===== config.mk =====
export PLATFORM = sky130hd
export DESIGN_NAME = if_stage
export DESIGN_NICKNAME = d
export VERILOG_FILES = /design/src/rtl/if_stage.sv
export SDC_FILE = /design/constraint.sdc
export NUM_CORES = 1
export LEC_CHECK = 0
export ABC_CLOCK_PERIOD_IN_PS = 2150
export BUFFER_PORTS_ARGS = -buffer_cell sky130_fd_sc_hd__buf_2
export CAP_MARGIN = 20
export CORE_MARGIN = 1.5
export CORE_UTILIZATION = 54
export CTS_CLUSTER_SIZE = 16
export DETAILED_ROUTE_END_ITERATION = 16
export PLACE_DENSITY = 0.85
export SYNTH_ARGS = -nofsm -noshare
export SYNTH_HDL_FRONTEND = slang
export SYNTH_SLANG_ARGS = --single-unit
export TNS_END_PERCENT = 50

===== constraint.sdc =====
create_clock -name clk -period 2.15 [get_ports clk]
set_input_delay 0.1075 -clock clk [delete_from_list [all_inputs] [get_ports clk]]
set_output_delay 0.1075 -clock clk [all_outputs]
set_load 0.02 [all_outputs]

===== src/rtl/if_stage.sv =====
// if_stage: MIPS instruction fetch stage with IF/ID pipeline register.
// Ports: clk, rst_n, ID controls (wpcir, pcsource, bpc, rpc, jpc),
// imem handshake (imem_req/addr/rdata/ready), IF/ID outputs
// (dinst, dpc4, dvalid). Macro IF_FLUSH_EN: flush instead of delay slot.
`timescale 1ns/1ps
module if_stage #(
  parameter logic [31:0] RESET_PC = 32'h0000_3000,
  parameter logic [31:0] NOP_INST = 32'h0000_0000
) (
  input  logic        clk,
  input  logic        rst_n,
  input  logic        wpcir,
  input  logic [1:0]  pcsource,
  input  logic [31:0] bpc,
  input  logic [31:0] rpc,
  input  logic [31:0] jpc,
  output logic        imem_req,
  output logic [31:0] imem_addr,
  input  logic [31:0] imem_rdata,
  input  logic        imem_ready,
  output logic [31:0] dinst,
  output logic [31:0] dpc4,
  output logic        dvalid
);

  typedef enum logic {FETCH, HOLD} state_t;

  state_t      state;
  logic [31:0] pc;
  logic [31:0] pc4;
  logic [31:0] tgt;
  logic [31:0] npc;
  logic [31:0] buf_inst;
  logic [31:0] buf_pc4;
  logic        redir;

`ifdef IF_FLUSH_EN
  logic        drop;
  logic [31:0] drop_addr;
`else
  logic        redir_pend;
  logic [31:0] redir_pc;
`endif

  assign pc4   = pc + 32'd4;
  assign redir = wpcir & (pcsource != 2'b00);

  always_comb begin
    tgt = pc4;
    unique case (1'b1)
      pcsource == 2'b00: tgt = pc4;
      pcsource == 2'b01: tgt = bpc;
      pcsource == 2'b10: tgt = rpc;
      pcsource == 2'b11: tgt = jpc;
    endcase
  end

  always_comb begin
    npc = pc4;
`ifndef IF_FLUSH_EN
    // Delay slot landing after an earlier redirect.
    if (pcsource != 2'b00)
      npc = tgt;
    else if (redir_pend)
      npc = redir_pc;
`endif
  end

  // Request drops the moment reset asserts.
  assign imem_req = rst_n & (state == FETCH);

`ifdef IF_FLUSH_EN
  // Keep the abandoned address on the bus until it answers.
  assign imem_addr = drop ? drop_addr : pc;
`else
  assign imem_addr = pc;
`endif

  always_ff @(posedge clk or negedge rst_n) begin
    if (!rst_n) begin
      state    <= FETCH;
      pc       <= RESET_PC;
      dinst    <= NOP_INST;
      dpc4     <= '0;
      dvalid   <= 1'b0;
      buf_inst <= NOP_INST;
      buf_pc4  <= '0;
`ifdef IF_FLUSH_EN
      drop      <= 1'b0;
      drop_addr <= RESET_PC;
`else
      redir_pend <= 1'b0;
      redir_pc   <= RESET_PC;
`endif
    end else begin
      unique case (state)
        FETCH: begin
`ifdef IF_FLUSH_EN
          if (drop) begin
            if (imem_ready)
              drop <= 1'b0;
          end else if (redir) begin
            dinst  <= NOP_INST;
            dvalid <= 1'b0;
            pc     <= tgt;
            if (!imem_ready) begin
              drop      <= 1'b1;
              drop_addr <= pc;
            end
          end else
`endif
          if (imem_ready && wpcir) begin
            dinst  <= imem_rdata;
            dpc4   <= pc4;
            dvalid <= 1'b1;
            pc     <= npc;
`ifndef IF_FLUSH_EN
            redir_pend <= 1'b0;
`endif
          end else if (imem_ready) begin
            buf_inst <= imem_rdata;
            buf_pc4  <= pc4;
            state    <= HOLD;
          end else if (wpcir) begin
            dinst  <= NOP_INST;
            dvalid <= 1'b0;
`ifndef IF_FLUSH_EN
            // Delay slot still in flight: park the target.
            if (redir) begin
              redir_pend <= 1'b1;
              redir_pc   <= tgt;
            end
`endif
          end
        end
        HOLD: begin
`ifdef IF_FLUSH_EN
          if (redir) begin
            dinst  <= NOP_INST;
            dvalid <= 1'b0;
            pc     <= tgt;
            state  <= FETCH;
          end else
`endif
          if (wpcir) begin
            dinst  <= buf_inst;
            dpc4   <= buf_pc4;
            dvalid <= 1'b1;
            pc     <= npc;
            state  <= FETCH;
`ifndef IF_FLUSH_EN
            redir_pend <= 1'b0;
`endif
          end
        end
      endcase
    end
  end

endmodule


==> impl_metrics.toml, run 1 <==
[finish]
final_common_cell = "nand2_1"
utilization_pct = 70.40
final_layout_size_suffix_gt1_share_pct = 26.87
final_cell_mix = "247 x nand2_1, 230 x buf_2, 190 x dfrtp_1"
area_delta_synth_final_pct = 26.48
nNetsFinal = 1473
fillers = 1247

[route]
wl_um = 28440
drt_iter0_drc = 778
drcViolationCount = 0
firstDrtPassIters = 5
vias = 9202
wl_per_cell_um = 18.03
routed_via_density = 5.835
ant_nets = 0

[global_routing]
grt_pass1_vias = 8707
grt_util_all_layers_pct = 30.96
grt_max_degree = 111
overflow = 0
grt_first_pass_wirelength_um = 45080
antenna_found_initial = 0

[clocking]
clkSlewWorstSetupHoldPaths_ps = 90
cts_root_buffer = "clkbuf_16"
postCtsSetupRepairBufs = 0
numCtsBuffers = 17
clk_latency_ps = 450
clockBufferDepth = 2
cts_max_level = 4
cts_tree = "built"
cts_sinks = 195

[timing]
timing.final.max_slew_violations = 0
setup_violations = 0
fin_setup_tns_ps = 0
fin_skew_ps = 15.36
hold_viol_final = 0
rsz0062_at_grt = "no"
period_needed_ps = 2077
tightest_slew_ps = 669.0
slew_headroom_pct = 55.40
fin_crit_sh_pct = 96.62
fmax_ghz = 0.4814

[critical_path]
arrival_ps = 2380
r2r-end = "dpc4[27]$_DFFE_PN0P_"
critPathMaxFanout = 7
r2r-start = "imem_addr[5]$_DFFE_PN0P_"
crit_path_start_kind = "flip-flop"
ff2ff_setup_slack_ps = 70
path_buf_inv = 0
max_stage_delay_ps = 470
path_class = "reg2reg"
crit_path_cell_trace = "nand4_1 -> nor3_1 -> nand3_1 -> xnor2_1 -> o21ai_0"
reg2reg_depth = 5
critPathRequiredTime_ps = 2460
crit_family = "simple AND/OR/NAND/NOR gates"
end_kind = "flip-flop"
slowest_stage = "dfrtp_1"

[synthesis]
netlist_area_um2 = 9728
yosys-top-cells-area = "dfrtp_1 49%, nand2_1 9.5%, o21ai_0 6.2%, a22oi_1 4.3%, mux2_2 3.6%"
synth_seq_cells = 195
ys.flop_type = "dfrtp_1"
synth.distinct_cells = 56
synth_async_sr_flop_share_pct = 100.0
synth_edf_count = 0
synth_nets = 1228
synth_cells = 1093
yosys_warnings = 0
ys_seq_area_share_pct = 50.21
synth_top_area_cell = "dfrtp_1"
post-synth-top-area-fraction_pct = 49.13
syn_avg_cell_area_um2 = 8.900

[floorplan]
io_pins = 232
die_area_um2 = 18830
coreArea_um2 = 17480
start_util_pct = 55.66
die-width_um = 137.2
dieHeight_um = 137.2
rows = 48

[flow_run]
maxCapViolCount = 0

[worst_hold_path]
hold_path_depth = 3
hold_end = "redir_pc[21]$_DFFE_PN0P_"
hold_path.class = "in2reg"
hold_start = "bpc[21]"

[place]
dp_hpwl_um = 19670
port_buffers = 231
gp_congestion = 0.9777

[power_and_ir_drop]
powerDensity_nw_per_um2 = 881.8
power.leakage_nw = 5.900
vdd_drop_max_mv = 0.6181

[run_status]
status = "completed"
worst min-delay path, delay by kind of cell:
| kind | cells | cell delay, ps |
|---|---|---|
| compound gates | 2 | 230 |
| buf+inv | 1 | 70 |
cell families after synthesis:
group / after synthesis / synth area share [%]
and+or+nand+nor: 422 / 19.19
AOI/OAI and AO/OA: 299 / 18.65
DFF: 195 / 50.21
buffers and inverters: 102 / 4.141
muxes: 48 / 5.338
xor gates and xnor gates: 26 / 2.341
adders and majority gates: 1 / 0.1286
area by class of cell:
class	count	area [um^2]	share of cell area, %
flip-flops and latches	195	4886	39.71
multi-input cells	796	4491	36.50
repair buffers	316	1986	16.14
clock buffers	17	425.4	3.457
well taps	225	281.5	2.288
clock inverters	15	187.7	1.525
inverters	12	45.04	0.3661
diodes	1	2.502	0.02034
Yosys cell counts, types with 9 or more instances:
library cell	count
inv_1	12
nand4_1	16
buf_2	10
xor2_1	12
nand2_1	247
clkbuf_1	76
a21oi_1	65
a22oi_1	56
nor3_1	21
mux2i_1	17
mux2_2	31
nor2_1	56
o21ai_0	120
dfrtp_1	191
a21boi_0	9
xnor2_1	14
and3_1	20
nand3_1	31
registers in the layout, indices dropped and copies added (netlist names):
name / count
dvalid: 1
dpc4: 32
redir_pc: 32
redir_pend: 1
buf_inst: 32
state: 1
dinst: 32
imem_addr: 32
buf_pc4: 32
repair_timing:
item / CTS / global route
hold endpoints to repair: 248 / 0
endpoints found under the setup margin: 0 / 9
hold buffers: 38 / 0
resized for setup: 0 / 3
how the worst max path moves through the flow:
| stage | from | to | slack [ps] | cells past startpoint |
|---|---|---|---|---|
| after floorplan | imem_addr[12]$_DFFE_PN1P_ | dpc4[25]$_DFFE_PN0P_ | 110 | 5 |
| after detailed placement | imem_addr[2]$_DFFE_PN0P_ | imem_addr[16]$_DFFE_PN0P_ | 70 | 6 |
| final | imem_addr[5]$_DFFE_PN0P_ | dpc4[27]$_DFFE_PN0P_ | 70 | 5 |
| after global placement | imem_addr[2]$_DFFE_PN0P_ | imem_addr[16]$_DFFE_PN0P_ | 40 | 6 |
| after global routing | imem_addr[5]$_DFFE_PN0P_ | dpc4[27]$_DFFE_PN0P_ | 10 | 5 |
| after CTS | imem_addr[2]$_DFFE_PN0P_ | imem_addr[16]$_DFFE_PN0P_ | 30 | 6 |
metrics by stage:
| step | instance area [um^2] | hold WS (ps) | cells | worst slack (ps) | power [mW] |
|---|---|---|---|---|---|
| detailed placement | 11290 | 215.1 | 1506 | 66.26 | 7.611 |
| global placement | 11290 | 216.6 | 1506 | 42.08 | 7.505 |
| finish | 12300 | 6.892 | 1577 | 72.58 | 10.85 |
| global route | 12300 | 23.91 | 1576 | 12.13 | 11.38 |
| CTS | 12290 | 0.3373 | 1576 | 29.34 | 10.85 |
| floorplan | 9728 | -188.1 | 1093 | 114.5 | 6.460 |
routing by layer:
layer  track usage, %  vias to the layer above  wire [um]
li1                 -                     4309          -
met1            42.51                     4367      11840
met2            50.11                      471      13690
met3            5.482                       55       2279
met4            10.00                        0        632
met5                0                        -          0
where the power goes:
| part | internal (mW) | switching, mW |
|---|---|---|
| clock | 1.58 | 1.63 |
| combinational | 1.05 | 1.74 |
| sequential | 4.36 | 0.488 |
| total | 6.99 | 3.86 |
(Power assumes the default switching activity.)
==> inputs of run 2 (changes only) <==
--- a/config.mk
+++ b/config.mk
@@ -9,10 +9,10 @@
 export BUFFER_PORTS_ARGS = -buffer_cell sky130_fd_sc_hd__buf_2
 export CAP_MARGIN = 20
 export CORE_MARGIN = 1.5
-export CORE_UTILIZATION = 54
+export CORE_UTILIZATION = 43
 export CTS_CLUSTER_SIZE = 16
 export DETAILED_ROUTE_END_ITERATION = 16
-export PLACE_DENSITY = 0.85
+export PLACE_DENSITY = 0.71
 export SYNTH_ARGS = -nofsm -noshare
 export SYNTH_HDL_FRONTEND = slang
 export SYNTH_SLANG_ARGS = --single-unit
==> run 2 against run 1 <==
  * Flip-flop and latch count is the same
  * Register-to-register slack improved by 40 ps
  * Sequential power is essentially flat
  * Global-route usage fell by 6.4 points
  * Clock-buffer cell count did not move
  * Highest routed layer unchanged
==> impl_metrics.toml, run 2 (synthesis results as in run 1) <==
[run_status]
status = "completed"

[floorplan]
io_pins = 232
die_area_um2 = 23530
die-width_um = 153.4
start_util_pct = 44.17
coreArea_um2 = 22030
dieHeight_um = 153.4
rows = 54

[clocking]
postCtsSetupRepairBufs = 0
cts_root_buffer = "clkbuf_16"
numCtsBuffers = 17
clockBufferDepth = 2
clk_latency_ps = 440
cts_sinks = 195
cts_max_level = 4
clkSlewWorstSetupHoldPaths_ps = 80
cts_tree = "built"

[critical_path]
worst_path_most_repeated_cell = "nand3_1"
critPathRequiredTime_ps = 2530
crit_path_start_kind = "flip-flop"
path_buf_inv = 1
path_class = "reg2reg"
crit_family = "simple AND/OR/NAND/NOR gates"
crit_path_cell_trace = "nand3_2 -> nor4_4 -> buf_6 -> nand3_1 -> or4_1 -> nand3_1"
slowest_stage = "dfstp_2"
ff2ff_setup_slack_ps = 110
max_stage_delay_ps = 590
critPathMaxFanout = 10
arrival_ps = 2410
end_kind = "flip-flop"

[route]
ant_nets = 0
firstDrtPassIters = 5
drcViolationCount = 0
wl_per_cell_um = 17.64
drt_iter0_drc = 739
vias = 8968
routed_via_density = 5.492
wl_um = 28800

[timing]
worst_slack_ps = 114.1
tightest_slew_ps = 623.9
hold_viol_final = 0
slew_headroom_pct = 58.41
timing.final.max_slew_violations = 0
setup_violations = 0
rsz0062_at_grt = "no"
fin_crit_sh_pct = 94.69
fmax_ghz = 0.4912
fin_skew_ps = 12.32
period_needed_ps = 2036
fin_setup_tns_ps = 0

[place]
port_buffers = 231
gp_congestion = 0.9363
dp_hpwl_um = 20090
pre_cts_ws_ps = 113.4
place_area_um2 = 11330

[global_routing]
use_met1_pct = 35.43
overflow = 0
grt_max_degree = 73
grt_util_all_layers_pct = 24.57
grt_pass1_vias = 8441
grt_use_met2_pct = 38.12
grt_first_pass_wirelength_um = 46040
antenna_found_initial = 0
gr-max-usage-layer = "met2"
met3_usage_pct = 4.877

[power_and_ir_drop]
power.leakage_nw = 5.904
vdd_drop_max_mv = 0.4150
powerDensity_nw_per_um2 = 880.7

[finish]
final_area_um2 = 12330
fillers = 1993
final_common_cell = "nand2_1"
n_antenna_cell = 0
nNetsFinal = 1475
final_layout_size_suffix_gt1_share_pct = 27.05
final_cell_mix = "247 x nand2_1, 230 x buf_2, 190 x dfrtp_1"
area_delta_synth_final_pct = 26.73

[flow_run]
maxCapViolCount = 0

[worst_hold_path]
hold_path.class = "in2reg"
## run 2: worst paths after layout
check	startpoint	to	cells after the start
setup / recovery	imem_addr[12]$_DFFE_PN1P_	dpc4[21]$_DFFE_PN0P_	6
hold / removal	bpc[5]	redir_pc[5]$_DFFE_PN0P_	3
setup reg to reg	imem_addr[12]$_DFFE_PN1P_	dpc4[21]$_DFFE_PN0P_	6
hold reg to reg	dpc4[26]$_DFFE_PN0P_	dpc4[26]$_DFFE_PN0P_	2
max in group asynchronous	rst_n	imem_addr[12]$_DFFE_PN1P_	3
min in group asynchronous	rst_n	buf_inst[2]$_DFFE_PN0P_	2
## run 2: worst reg2reg max path: stages (launching register included)
cell and delay, ps:
dfstp_2 590, nand3_2 130, nor4_4 320, buf_6 180
nand3_1 160, or4_1 510, nand3_1 90
## run 2: where the power goes
group	internal, mW	switching [mW]	total, mW
Clock	1.59	1.67	3.25
Sequential	4.36	0.492	4.85
Combinational	1.04	1.71	2.75
Total	6.99	3.87	10.9
## run 2: layout make-up
class	instances	area (um^2)	area share [%]
clock buffers	17	425.4	3.451
clock inverters	15	180.2	1.461
inverters	12	45.04	0.3654
multi-input cells	796	4489	36.42
flip-flops and latches	195	4886	39.63
well taps	280	350.3	2.842
repair buffers	318	1952	15.83
## run 2: stage by stage
step                hold slack (ps)  power (mW)  utilization (%)  instances
floorplan                    -188.1       6.460                -       1093
global placement              96.14       7.521            51.45       1564
detailed placement            93.76       7.600            51.45       1564
CTS                           2.445       10.90            55.89       1633
global route                  18.77       11.42            55.97       1633
finish                        16.84       10.86            55.97       1633
## run 2: timing repair
action                                  in CTS  in global routing
hold buffers                                37                  0
gates resized for setup                      0                  4
endpoints found under the hold margin      110                  0
endpoints found under the setup margin       0                  9
## run 2: layer usage
metal | wire length, um | vias to the layer above
met3 | 1936 | 35
met5 | 0 | -
met4 | 413 | 0
met2 | 13190 | 361
met1 | 13260 | 4262
li1 | - | 4310
